$ cat config.mk
export PLATFORM = sky130hd
export DESIGN_NAME = blend_fade_ctrl
export DESIGN_NICKNAME = d
export VERILOG_FILES = /design/src/rtl/ogege_pkg.sv /design/src/rtl/frame_tick_gen.sv /design/src/rtl/blend_fade_ctrl.sv
export SDC_FILE = /design/constraint.sdc
export NUM_CORES = 1
export LEC_CHECK = 0
export ABC_AREA = 1
export ABC_CLOCK_PERIOD_IN_PS = 4850
export CAP_MARGIN = 20
export CORE_ASPECT_RATIO = 1.4
export CORE_MARGIN = 5
export CORE_UTILIZATION = 35
export CTS_BUF_LIST = sky130_fd_sc_hd__clkbuf_4 sky130_fd_sc_hd__clkbuf_8
export CTS_CLUSTER_DIAMETER = 120
export DETAILED_ROUTE_END_ITERATION = 12
export PLACE_DENSITY_LB_ADDON = 0.08
export RECOVER_POWER = 50
export SLEW_MARGIN = 0
export SYNTH_ARGS = -nofsm -noshare
export SYNTH_HDL_FRONTEND = slang
export SYNTH_SLANG_ARGS = --single-unit
$ cat constraint.sdc
create_clock -name clk_i -period 4.85 [get_ports clk_i]
set_input_delay 0.485 -clock clk_i [delete_from_list [all_inputs] [get_ports clk_i]]
set_output_delay 0.485 -clock clk_i [all_outputs]
set_load 0.01 [all_outputs]
$ cat src/rtl/ogege_pkg.sv
// rtl/ogege_pkg.sv - shared op codes, FSM encoding and default alpha width
package ogege_pkg;

    localparam int ALPHA_W_DEF = 3;

    localparam logic [1:0] OP_SET      = 2'd0;
    localparam logic [1:0] OP_FADE_IN  = 2'd1;
    localparam logic [1:0] OP_FADE_OUT = 2'd2;
    localparam logic [1:0] OP_FADE_TO  = 2'd3;

    typedef enum logic [1:0] {
        IDLE = 2'd0,
        PEND = 2'd1,
        FADE = 2'd2
    } state_e;

endpackage

$ cat src/rtl/frame_tick_gen.sv
// rtl/frame_tick_gen.sv - one-cycle tick on the inactive->active vsync edge
module frame_tick_gen #(
    parameter bit VSYNC_ACTIVE_LOW = 1'b1
) (
    input  logic clk_i,
    input  logic rstn_i,
    input  logic i_vsync,
    output logic o_tick
);

    localparam logic ACT_LVL = ~VSYNC_ACTIVE_LOW;

    logic vs_q;
    logic vs_d;

    always_comb begin
        vs_d = i_vsync;
    end

    // History starts at the active level so leaving reset mid-pulse is not an edge.
    always_ff @(posedge clk_i or negedge rstn_i) begin
        if (!rstn_i) begin
            vs_q <= ACT_LVL;
        end else begin
            vs_q <= vs_d;
        end
    end

    assign o_tick = (i_vsync == ACT_LVL) && (vs_q != ACT_LVL);

endmodule

$ cat src/rtl/blend_fade_ctrl.sv
// rtl/blend_fade_ctrl.sv - frame-aligned SET/FADE sequencer for the blender alpha
module blend_fade_ctrl
    import ogege_pkg::*;
#(
    parameter int ALPHA_W          = ALPHA_W_DEF,
    parameter int RATE_W           = 4,
    parameter bit VSYNC_ACTIVE_LOW = 1'b1,
    parameter int ALPHA_RESET      = 0
) (
    input  logic               clk_i,
    input  logic               rstn_i,
    input  logic               i_vsync,
    input  logic               i_cmd_valid,
    output logic               o_cmd_ready,
    input  logic [1:0]         i_cmd_op,
    input  logic [ALPHA_W-1:0] i_cmd_alpha,
    input  logic [RATE_W-1:0]  i_cmd_rate,
    input  logic               i_abort,
    output logic [ALPHA_W-1:0] o_alpha,
    output logic               o_busy,
    output logic               o_done
);

    localparam logic [ALPHA_W-1:0] AMAX  = '1;
    localparam logic [ALPHA_W-1:0] A_RST = ALPHA_W'(ALPHA_RESET);
    localparam logic [RATE_W-1:0]  R_ONE = RATE_W'(1);

    state_e             state_q, state_d;
    logic [ALPHA_W-1:0] alpha_q, alpha_d;
    logic [ALPHA_W-1:0] target_q, target_d;
    logic [RATE_W-1:0]  rate_q, rate_d;
    logic [RATE_W-1:0]  cnt_q, cnt_d;
    logic               done_q, done_d;
    logic               tick;
    logic               accept;
    logic [RATE_W-1:0]  cnt_inc;
    logic [ALPHA_W-1:0] alpha_step;

    frame_tick_gen #(
        .VSYNC_ACTIVE_LOW(VSYNC_ACTIVE_LOW)
    ) u_tick (
        .clk_i  (clk_i),
        .rstn_i (rstn_i),
        .i_vsync(i_vsync),
        .o_tick (tick)
    );

    always_comb begin
        state_d    = state_q;
        alpha_d    = alpha_q;
        target_d   = target_q;
        rate_d     = rate_q;
        cnt_d      = cnt_q;
        done_d     = 1'b0;
        accept     = i_cmd_valid && (state_q == IDLE) && !i_abort;
        cnt_inc    = cnt_q + R_ONE;
        alpha_step = (alpha_q < target_q) ? alpha_q + ALPHA_W'(1) : alpha_q - ALPHA_W'(1);

        // Completion leaves the FSM busy for the o_done cycle, so ready rises one cycle later.
        case (state_q)
            IDLE: begin
                if (accept) begin
                    case (i_cmd_op)
                        OP_FADE_IN:  target_d = AMAX;
                        OP_FADE_OUT: target_d = '0;
                        default:     target_d = i_cmd_alpha;
                    endcase
                    rate_d  = (i_cmd_rate == '0) ? R_ONE : i_cmd_rate;
                    cnt_d   = '0;
                    state_d = (i_cmd_op == OP_SET) ? PEND : FADE;
                end
            end
            PEND: begin
                if (done_q) begin
                    state_d = IDLE;
                end else if (tick) begin
                    alpha_d = target_q;
                    done_d  = 1'b1;
                end
            end
            FADE: begin
                if (done_q) begin
                    state_d = IDLE;
                end else if (tick) begin
                    if (alpha_q == target_q) begin
                        done_d = 1'b1;
                    end else if (cnt_inc == rate_q) begin
                        cnt_d   = '0;
                        alpha_d = alpha_step;
                        done_d  = (alpha_step == target_q);
                    end else begin
                        cnt_d = cnt_inc;
                    end
                end
            end
            default: state_d = IDLE;
        endcase

        if (i_abort && (state_q != IDLE)) begin
            state_d = IDLE;
            alpha_d = alpha_q;
            cnt_d   = '0;
            done_d  = 1'b0;
        end
    end

    always_ff @(posedge clk_i or negedge rstn_i) begin
        if (!rstn_i) begin
            state_q  <= IDLE;
            alpha_q  <= A_RST;
            target_q <= A_RST;
            rate_q   <= R_ONE;
            cnt_q    <= '0;
            done_q   <= 1'b0;
        end else begin
            state_q  <= state_d;
            alpha_q  <= alpha_d;
            target_q <= target_d;
            rate_q   <= rate_d;
            cnt_q    <= cnt_d;
            done_q   <= done_d;
        end
    end

    assign o_alpha     = alpha_q;
    assign o_busy      = (state_q != IDLE);
    assign o_cmd_ready = (state_q == IDLE);
    assign o_done      = done_q;

endmodule

==> summary.md, run 1 <==
| Metric | Value |
|---|---|
| Run status | completed |
| Die X | 60.8 um |
| Initial Utilization | 0.368 |
| Min setup slack post-route | 2.62 ns |
| Synth cell types | 25 |
| Post-synth top area cell | dfrtp_1 |
| Final core utilization | 0.450 |
| Fin Setup TNS | 0 ns |
| Worst skew pair latency | 0.25 ns |
| CP most frequent cell | nand3_1 |
| # setup viols final | 0 |
| DRT Pass-1 Iters | 4 |
| Synth-to-layout area growth | 22.4% |
| WHS | 0.510 ns |
| Commonest cells after routing, fill and taps aside | nand2_1, inv_1, nand3_1, dfrtp_1, clkdlybuf4s50_1 |
| Post-CTS Setup Inserts | 0 |
| Clock sinks | 18 |
| Clock slew at reported path FFs | 0.07 ns |
| WS Path Type | reg2reg |
| Remaining global-route overflow | 0 |
| CTS tree | yes |
| Reg-to-reg slack, setup | 2.62 ns |
| Synth top area cells | dfrtp_1, nand2_1, inv_1 |
| Core area | 0.00344 mm2 |
| DP Wirelength | 2.22 mm |
| Num CTS Buffers | 3 |
| Total leakage power | 0.790 nW |
| I/O Buffers | 19 |
| Vias in the first global route | 1106 |
| Register Area | 452 um2 |
| Wire length per cell | 11.6 um |
| Slew HR | 0.433 |
| Die ar. | 0.00493 mm2 |
| Total global-route track usage | 0.129 |
| Hold path depth | 2 |
| Min-Delay Path Class | reg2reg |
| Global-route wire length before repair | 4.84 mm |
| Peak Freq | 449 MHz |
| Critical-path top delay cell | fa_1 |
| Number of vias per cell | 4.78 |
| Footprint of the multi-input gates | 668 um2 |
| Flops & latches, synth | 18 |
| Max_cap viols | 0 |
| Seq/Total Area, Yosys | 0.357 |
| Synthesized net count | 198 |
| CP arrival | 2.40 ns |
| Root buffer cell | clkbuf_8 |
| Pin count of the biggest net entering global routing | 19 |
| Nature of the critical path endpoint | register |
| Placer Congestion | 0.894 |
| Boundary Pins | 20 |
| Fin nets | 222 |
| H-tree levels | 1 |
| Synth top area share | 0.336 |
| Synth Warn # | 0 |
| Avg Cell Area, Syn | 7.27 um2 |
| Final slew viol count | 0 |
| Post_cts resized | 0 |
| Clock skew | 0.00320 ns |
| Largest stage delay, worst path | 0.52 ns |
| Share of cells above drive strength 1 | 0.0812 |
| Worst slew pin tran | 0.848 ns |
| Vias | 1134 |
| Most common cell after layout, fill and taps aside | nand2_1 |
| Pwr dens | 593 mW/mm2 |
| Crit share post-route | 0.459 |
| Post-place setup slack | 2.63 ns |
| Initial antenna violation count | 0 |
| Cells after synthesis | 174 |
| CP Cell Sequence | ha_1 > nand3_1 > nand2_1 > inv_1 > fa_1 > nor2_1 > nor3_1 > a21boi_1 > nand3_1 > a21oi_1 |
| Overall Power | 0.917 mW |
| ANT cells | 0 |
| Die height | 81.1 um |
| Routed WL | 2.75 mm |
| CP Max Fanout | 5 |
| Iter 0 DRT Violations | 30 |
| # fillers | 386 |
| Post-route ant nets | 0 |
| Worst ir drop on vdd | 0.000319 V |
| Hold Violations, Final | 0 |
| Min Tclk post-route | 2.23 ns |
| Row count | 25 |
| Drc violations | 0 |
| Bufs on Longest Clock Path | 2 |
| CP startpoint kind | register |
| Worst R2R Path Depth | 10 |
| RSZ-0062 raised after global routing | no |
| Hold_buf cts | 0 |
| Synth Cell Area | 0.00126 mm2 |
| Worst path required time | 5.03 ns |
synthesized netlist by cell type:
| cell | instances |
|---|---|
| o21ai_2 | 1 |
| nand2_1 | 52 |
| nor2_1 | 12 |
| nand3_4 | 1 |
| o21ai_1 | 1 |
| dfrtp_1 | 17 |
| a21boi_1 | 1 |
| dfstp_2 | 1 |
| nand4_1 | 2 |
| ha_1 | 9 |
| inv_1 | 31 |
| nand3_1 | 16 |
| a21oi_1 | 2 |
| nand3b_4 | 1 |
| a31oi_1 | 1 |
| nand3b_1 | 1 |
| nor2_4 | 2 |
| nor2_2 | 2 |
| nor3_1 | 1 |
| clkinv_4 | 1 |
| o21ai_0 | 14 |
| a31oi_2 | 1 |
| inv_2 | 2 |
| nor3_2 | 1 |
| fa_1 | 1 |
final cells by class:
cell class,instances,share of cell area
sequential,18,0.292
clock buffer,4,0.0356
timing repair buffer,19,0.123
inverter,34,0.0857
multi-input combinational,122,0.432
tap,40,0.0323
cell families after synthesis:
group / Yosys count / synth area share
adder cells (fa/ha/maj): 10 / 0.105
AO/OA/AOI/OAI: 21 / 0.0950
AND/OR/NAND/NOR: 91 / 0.338
buffers and inverters: 34 / 0.105
flip-flops: 18 / 0.357
worst paths after layout:
kind / from / end
max: o_alpha[2]$_DFFE_PN0P_ / o_done$_DFF_PN0_
min: rate_q[0]$_DFFE_PN1P_ / rate_q[0]$_DFFE_PN1P_
max reg2reg: o_alpha[2]$_DFFE_PN0P_ / o_done$_DFF_PN0_
min reg2reg: rate_q[0]$_DFFE_PN1P_ / rate_q[0]$_DFFE_PN1P_
max in group asynchronous: rstn_i / state_q[1]$_DFFE_PN0P_
min in group asynchronous: rstn_i / rate_q[1]$_DFFE_PN0P_
through the flow:
stage | instance area, um2 | std cells
final | 1550 | 237
after global routing | 1550 | 237
after CTS | 1560 | 237
after detailed placement | 1510 | 233
after global placement | 1510 | 233
after floorplan | 1260 | 174
flip-flops by register name, summed over array words and instances, names as in the netlist:
signal       cells
state_q          2
o_done           1
u_tick.vs_q      1
rate_q           4
target_q         3
cnt_q            4
o_alpha          3
routing by layer:
| metal | track usage | wire length [um] | up-vias |
|---|---|---|---|
| met1 | 0.167 | 1210 | 520 |
| li1 | - | - | 590 |
| met4 | 0.0390 | 34 | 0 |
| met2 | 0.212 | 1380 | 20 |
| met3 | 0.0286 | 129 | 4 |
| met5 | 0 | 0 | - |
critical path, delay by kind of cell (launching register included):
family | cells | cell delay (ns)
adders and majority gates | 2 | 0.86
and+or+nand+nor | 5 | 0.49
DFF | 1 | 0.43
AOI/OAI and AO/OA | 2 | 0.31
buffers and inverters | 1 | 0.05
power by group:
group / switching, mW / internal (mW) / total, mW
combinational: 0.326 / 0.222 / 0.548
clock: 0.0510 / 0.0721 / 0.123
sequential: 0.0429 / 0.204 / 0.247
total: 0.420 / 0.498 / 0.917
Power figures use the tool's default switching activity.
==> run 2: changes to the inputs <==
--- a/config.mk
+++ b/config.mk
@@ -6,7 +6,7 @@
 export NUM_CORES = 1
 export LEC_CHECK = 0
 export ABC_AREA = 1
-export ABC_CLOCK_PERIOD_IN_PS = 4850
+export ABC_CLOCK_PERIOD_IN_PS = 2000
 export CAP_MARGIN = 20
 export CORE_ASPECT_RATIO = 1.4
 export CORE_MARGIN = 5
==> constraint.sdc (replaced) <==
create_clock -name clk_i -period 2 [get_ports clk_i]
set_input_delay 0.2 -clock clk_i [delete_from_list [all_inputs] [get_ports clk_i]]
set_output_delay 0.2 -clock clk_i [all_outputs]
set_load 0.01 [all_outputs]
==> run 2 against run 1 <==
- combinational power rose to 3.2 times the previous value
- clock skew about the same
- worst setup slack worse by 2.7 ns
- the flow now finishes with violations (negative setup slack)
- worst hold slack worse by 0.14 ns
- sequential power up 140%
- first-iteration DRC count up 30%
- flip-flop and latch count unchanged
- clock power up 140%
- utilization up 4.8 points
- die area unchanged
- sequential share of layout area down 2.7 points
- largest cell class unchanged
- maximum frequency up 6.0%
==> summary.md, run 2 (same netlist as run 1, synthesis figures left out) <==
| Metric | Value |
|---|---|
| CP startpoint kind | register |
| Worst R2R Path Depth | 10 (unchanged) |
| Post-route design area | 0.00171 mm2 (+11%) |
| Die ar. | 0.00493 mm2 (unchanged) |
| Top flop regs | cnt_q (4), rate_q (4) |
| # fillers | 347 (-10%) |
| Boundary Pins | 20 (unchanged) |
| Num CTS Buffers | 3 (unchanged) |
| Largest stage delay, worst path | 0.43 ns (-0.09 ns) |
| Run status | finished, violations left |
| Worst slew pin tran | 0.555 ns (-0.293 ns) |
| RSZ-0062 raised after global routing | yes |
| Footprint of the multi-input gates | 746 um2 (+12%) |
| CP Cell Sequence | ha_4 > a21oi_2 > nand2_4 > inv_2 > fa_2 > nor2_1 > nor3_2 > a21boi_2 > nand3_1 > a21oi_1 |
| CP Max Fanout | 3 (-2) |
| Die height | 81.1 um (unchanged) |
| Initial antenna violation count | 0 (unchanged) |
| Share of cells above drive strength 1 | 0.201 (+0.120) |
| Clock sinks | 18 (unchanged) |
| Total leakage power | 0.850 nW (+7.6%) |
| Total global-route track usage | 0.137 (+0.00800) |
| Crit share post-route | 1.05 (+0.591) |
| Pin count of the biggest net entering global routing | 13 (-6) |
| Slew HR | 0.629 (+0.196) |
| Wire length on met3 | 85 um (-34%) |
| Most common cell after layout, fill and taps aside | nand2_1 |
| Peak Freq | 476 MHz (+6.0%) |
| Critical-path top delay cell | dfrtp_2 |
| Core area | 0.00344 mm2 (unchanged) |
| Hold_buf cts | 0 (unchanged) |
| WS Path Type | reg2reg |
| Clock slew at reported path FFs | 0.07 ns (about the same) |
| Reg2Reg Launch Point | o_alpha[2]$_DFFE_PN0P_ |
| Number of vias per cell | 4.69 (-2.0%) |
| Vias in the first global route | 1184 (+7.1%) |
| Vias | 1167 (+2.9%) |
| Drc violations | 0 (unchanged) |
| Final Instance Count excl. Fillers | 249 (+5.1%) |
| Remaining global-route overflow | 0 (unchanged) |
| Post-route ant nets | 0 (unchanged) |
| Root buffer cell | clkbuf_8 |
| CP arrival | 2.24 ns (-0.16 ns) |
| Die X | 60.8 um (unchanged) |
| Fin nets | 234 (+5.4%) |
| Clock skew | 0.00304 ns (-0.000152 ns) |
| Initial Utilization | 0.368 (unchanged) |
| Register Area | 453 um2 (+0.28%) |
| DR WL met2 | 1.58 mm (+15%) |
| Reg-to-reg slack, setup | -0.1 ns (-2.72 ns) |
| Wire length per cell | 11.9 um (+2.1%) |
| H-tree levels | 1 (unchanged) |
| Min-Delay Path Class | in2async |
| Violations in the final reports | negative setup slack |
| Hold Violations, Final | 0 (unchanged) |
| Routed WL | 2.95 mm (+7.3%) |
| Max_cap viols | 0 (unchanged) |
| Worst R2R End | o_done$_DFF_PN0_ |
| Dpl cell area | 0.00159 mm2 (+5.9%) |
| Min Tclk post-route | 2.10 ns (-0.127 ns) |
| Placer Congestion | 0.849 (-5.1%) |
| Iter 0 DRT Violations | 39 (+30%) |
| Commonest cells after routing, fill and taps aside | nand2_1, inv_1, clkdlybuf4s50_1 |
| Synth-to-layout area growth | 35.4% |
| Top sig layer | met4 |
| ANT cells | 0 (unchanged) |
| # setup viols final | 2 (+2) |
| Worst path required time | 2.14 ns (-2.89 ns) |
| Placed cell count | 243 (+4.3%) |
| Worst skew pair latency | 0.25 ns (about the same) |
| DP Wirelength | 2.42 mm (+9.0%) |
| CTS tree | yes |
| Fin Setup TNS | -0.147 ns (-0.147 ns) |
| DRT Pass-1 Iters | 4 (unchanged) |
| Pwr dens | 1550 mW/mm2 (+160%) |
| Routed length on met1 | 1.20 mm (-0.66%) |
| Nature of the critical path endpoint | register |
| Worst ir drop on vdd | 0.000877 V (+180%) |
| Global-route wire length before repair | 5.09 mm (+5.0%) |
| I/O Buffers | 19 (unchanged) |
| Final slew viol count | 0 (unchanged) |
| Row count | 25 (unchanged) |
| Min setup slack post-route | -0.0994 ns (-2.72 ns) |
| Bufs on Longest Clock Path | 2 (unchanged) |
## run 2: repair_timing
action | in CTS | in global routing
pin swaps | 4 | 2
endpoints found under the hold margin | 0 | 0
cloned | 0 | 0
endpoints found under the setup margin | 3 | 4
buffers inserted | 1 | 1
gates resized for setup | 9 | 5
## run 2: worst max path at each step
stage	from	end	depth (start not counted)
2_1_floorplan	o_alpha[1]$_DFFE_PN0P_	o_done$_DFF_PN0_	10
3_3_place_gp	o_alpha[2]$_DFFE_PN0P_	o_done$_DFF_PN0_	10
4_1_cts	o_alpha[2]$_DFFE_PN0P_	o_done$_DFF_PN0_	10
6_report	o_alpha[2]$_DFFE_PN0P_	o_done$_DFF_PN0_	10
5_1_grt	o_alpha[2]$_DFFE_PN0P_	o_done$_DFF_PN0_	10
3_5_place_dp	target_q[2]$_DFFE_PN0P_	o_done$_DFF_PN0_	11
## run 2: where the power goes
part           switching (mW)  leakage [nW]  total [mW]  internal, mW
Sequential             0.0916         0.231       0.587         0.495
Combinational           0.963         0.590        1.76         0.798
Clock                   0.126        0.0288       0.301         0.175
Total                    1.18         0.850        2.65          1.47
## run 2: per-stage QoR
| stage | hold WS, ns | setup WS [ns] | total power, mW | util |
|---|---|---|---|---|
| 3_5_place_dp | 0.502 | -0.192 | 2.14 | 0.463 |
| 5_1_grt | 0.434 | -0.188 | 2.92 | 0.498 |
| 4_1_cts | 0.332 | -0.130 | 2.60 | 0.492 |
| 2_1_floorplan | -0.0956 | -0.00298 | 1.60 | - |
| 3_3_place_gp | 0.495 | -0.0719 | 2.10 | 0.463 |
| 6_report | 0.368 | -0.0994 | 2.65 | 0.498 |
## run 2: critical path, delay by kind of cell, from the launching register on
family	cells	cell delay [ns]
buf+inv	1	0.06
flops	1	0.43
compound gates	3	0.44
simple gates	4	0.37
fa+ha+maj	2	0.70
## run 2: area by class of cell
cell class                 count  area share
multi-input combinational    122       0.435
sequential                    18       0.264
timing repair buffer          31       0.161
inverter                      34      0.0774
clock buffer                   4      0.0321
tap                           40      0.0292
## run 2: layer usage
metal,up-vias,global-route usage
met5,-,0
met4,0,0.0607
met3,9,0.0223
met2,17,0.253
met1,528,0.149
li1,613,-
==> run 3: changes to the inputs <==
--- a/config.mk
+++ b/config.mk
@@ -11,7 +11,7 @@
 export CORE_ASPECT_RATIO = 1.4
 export CORE_MARGIN = 5
 export CORE_UTILIZATION = 35
-export CTS_BUF_LIST = sky130_fd_sc_hd__clkbuf_4 sky130_fd_sc_hd__clkbuf_8
+export CTS_BUF_LIST = sky130_fd_sc_hd__clkbuf_8 sky130_fd_sc_hd__clkbuf_16
 export CTS_CLUSTER_DIAMETER = 120
 export DETAILED_ROUTE_END_ITERATION = 12
 export PLACE_DENSITY_LB_ADDON = 0.08
==> results of run 3 <==
Final layout, timing and power as in run 2 (identical DEF).
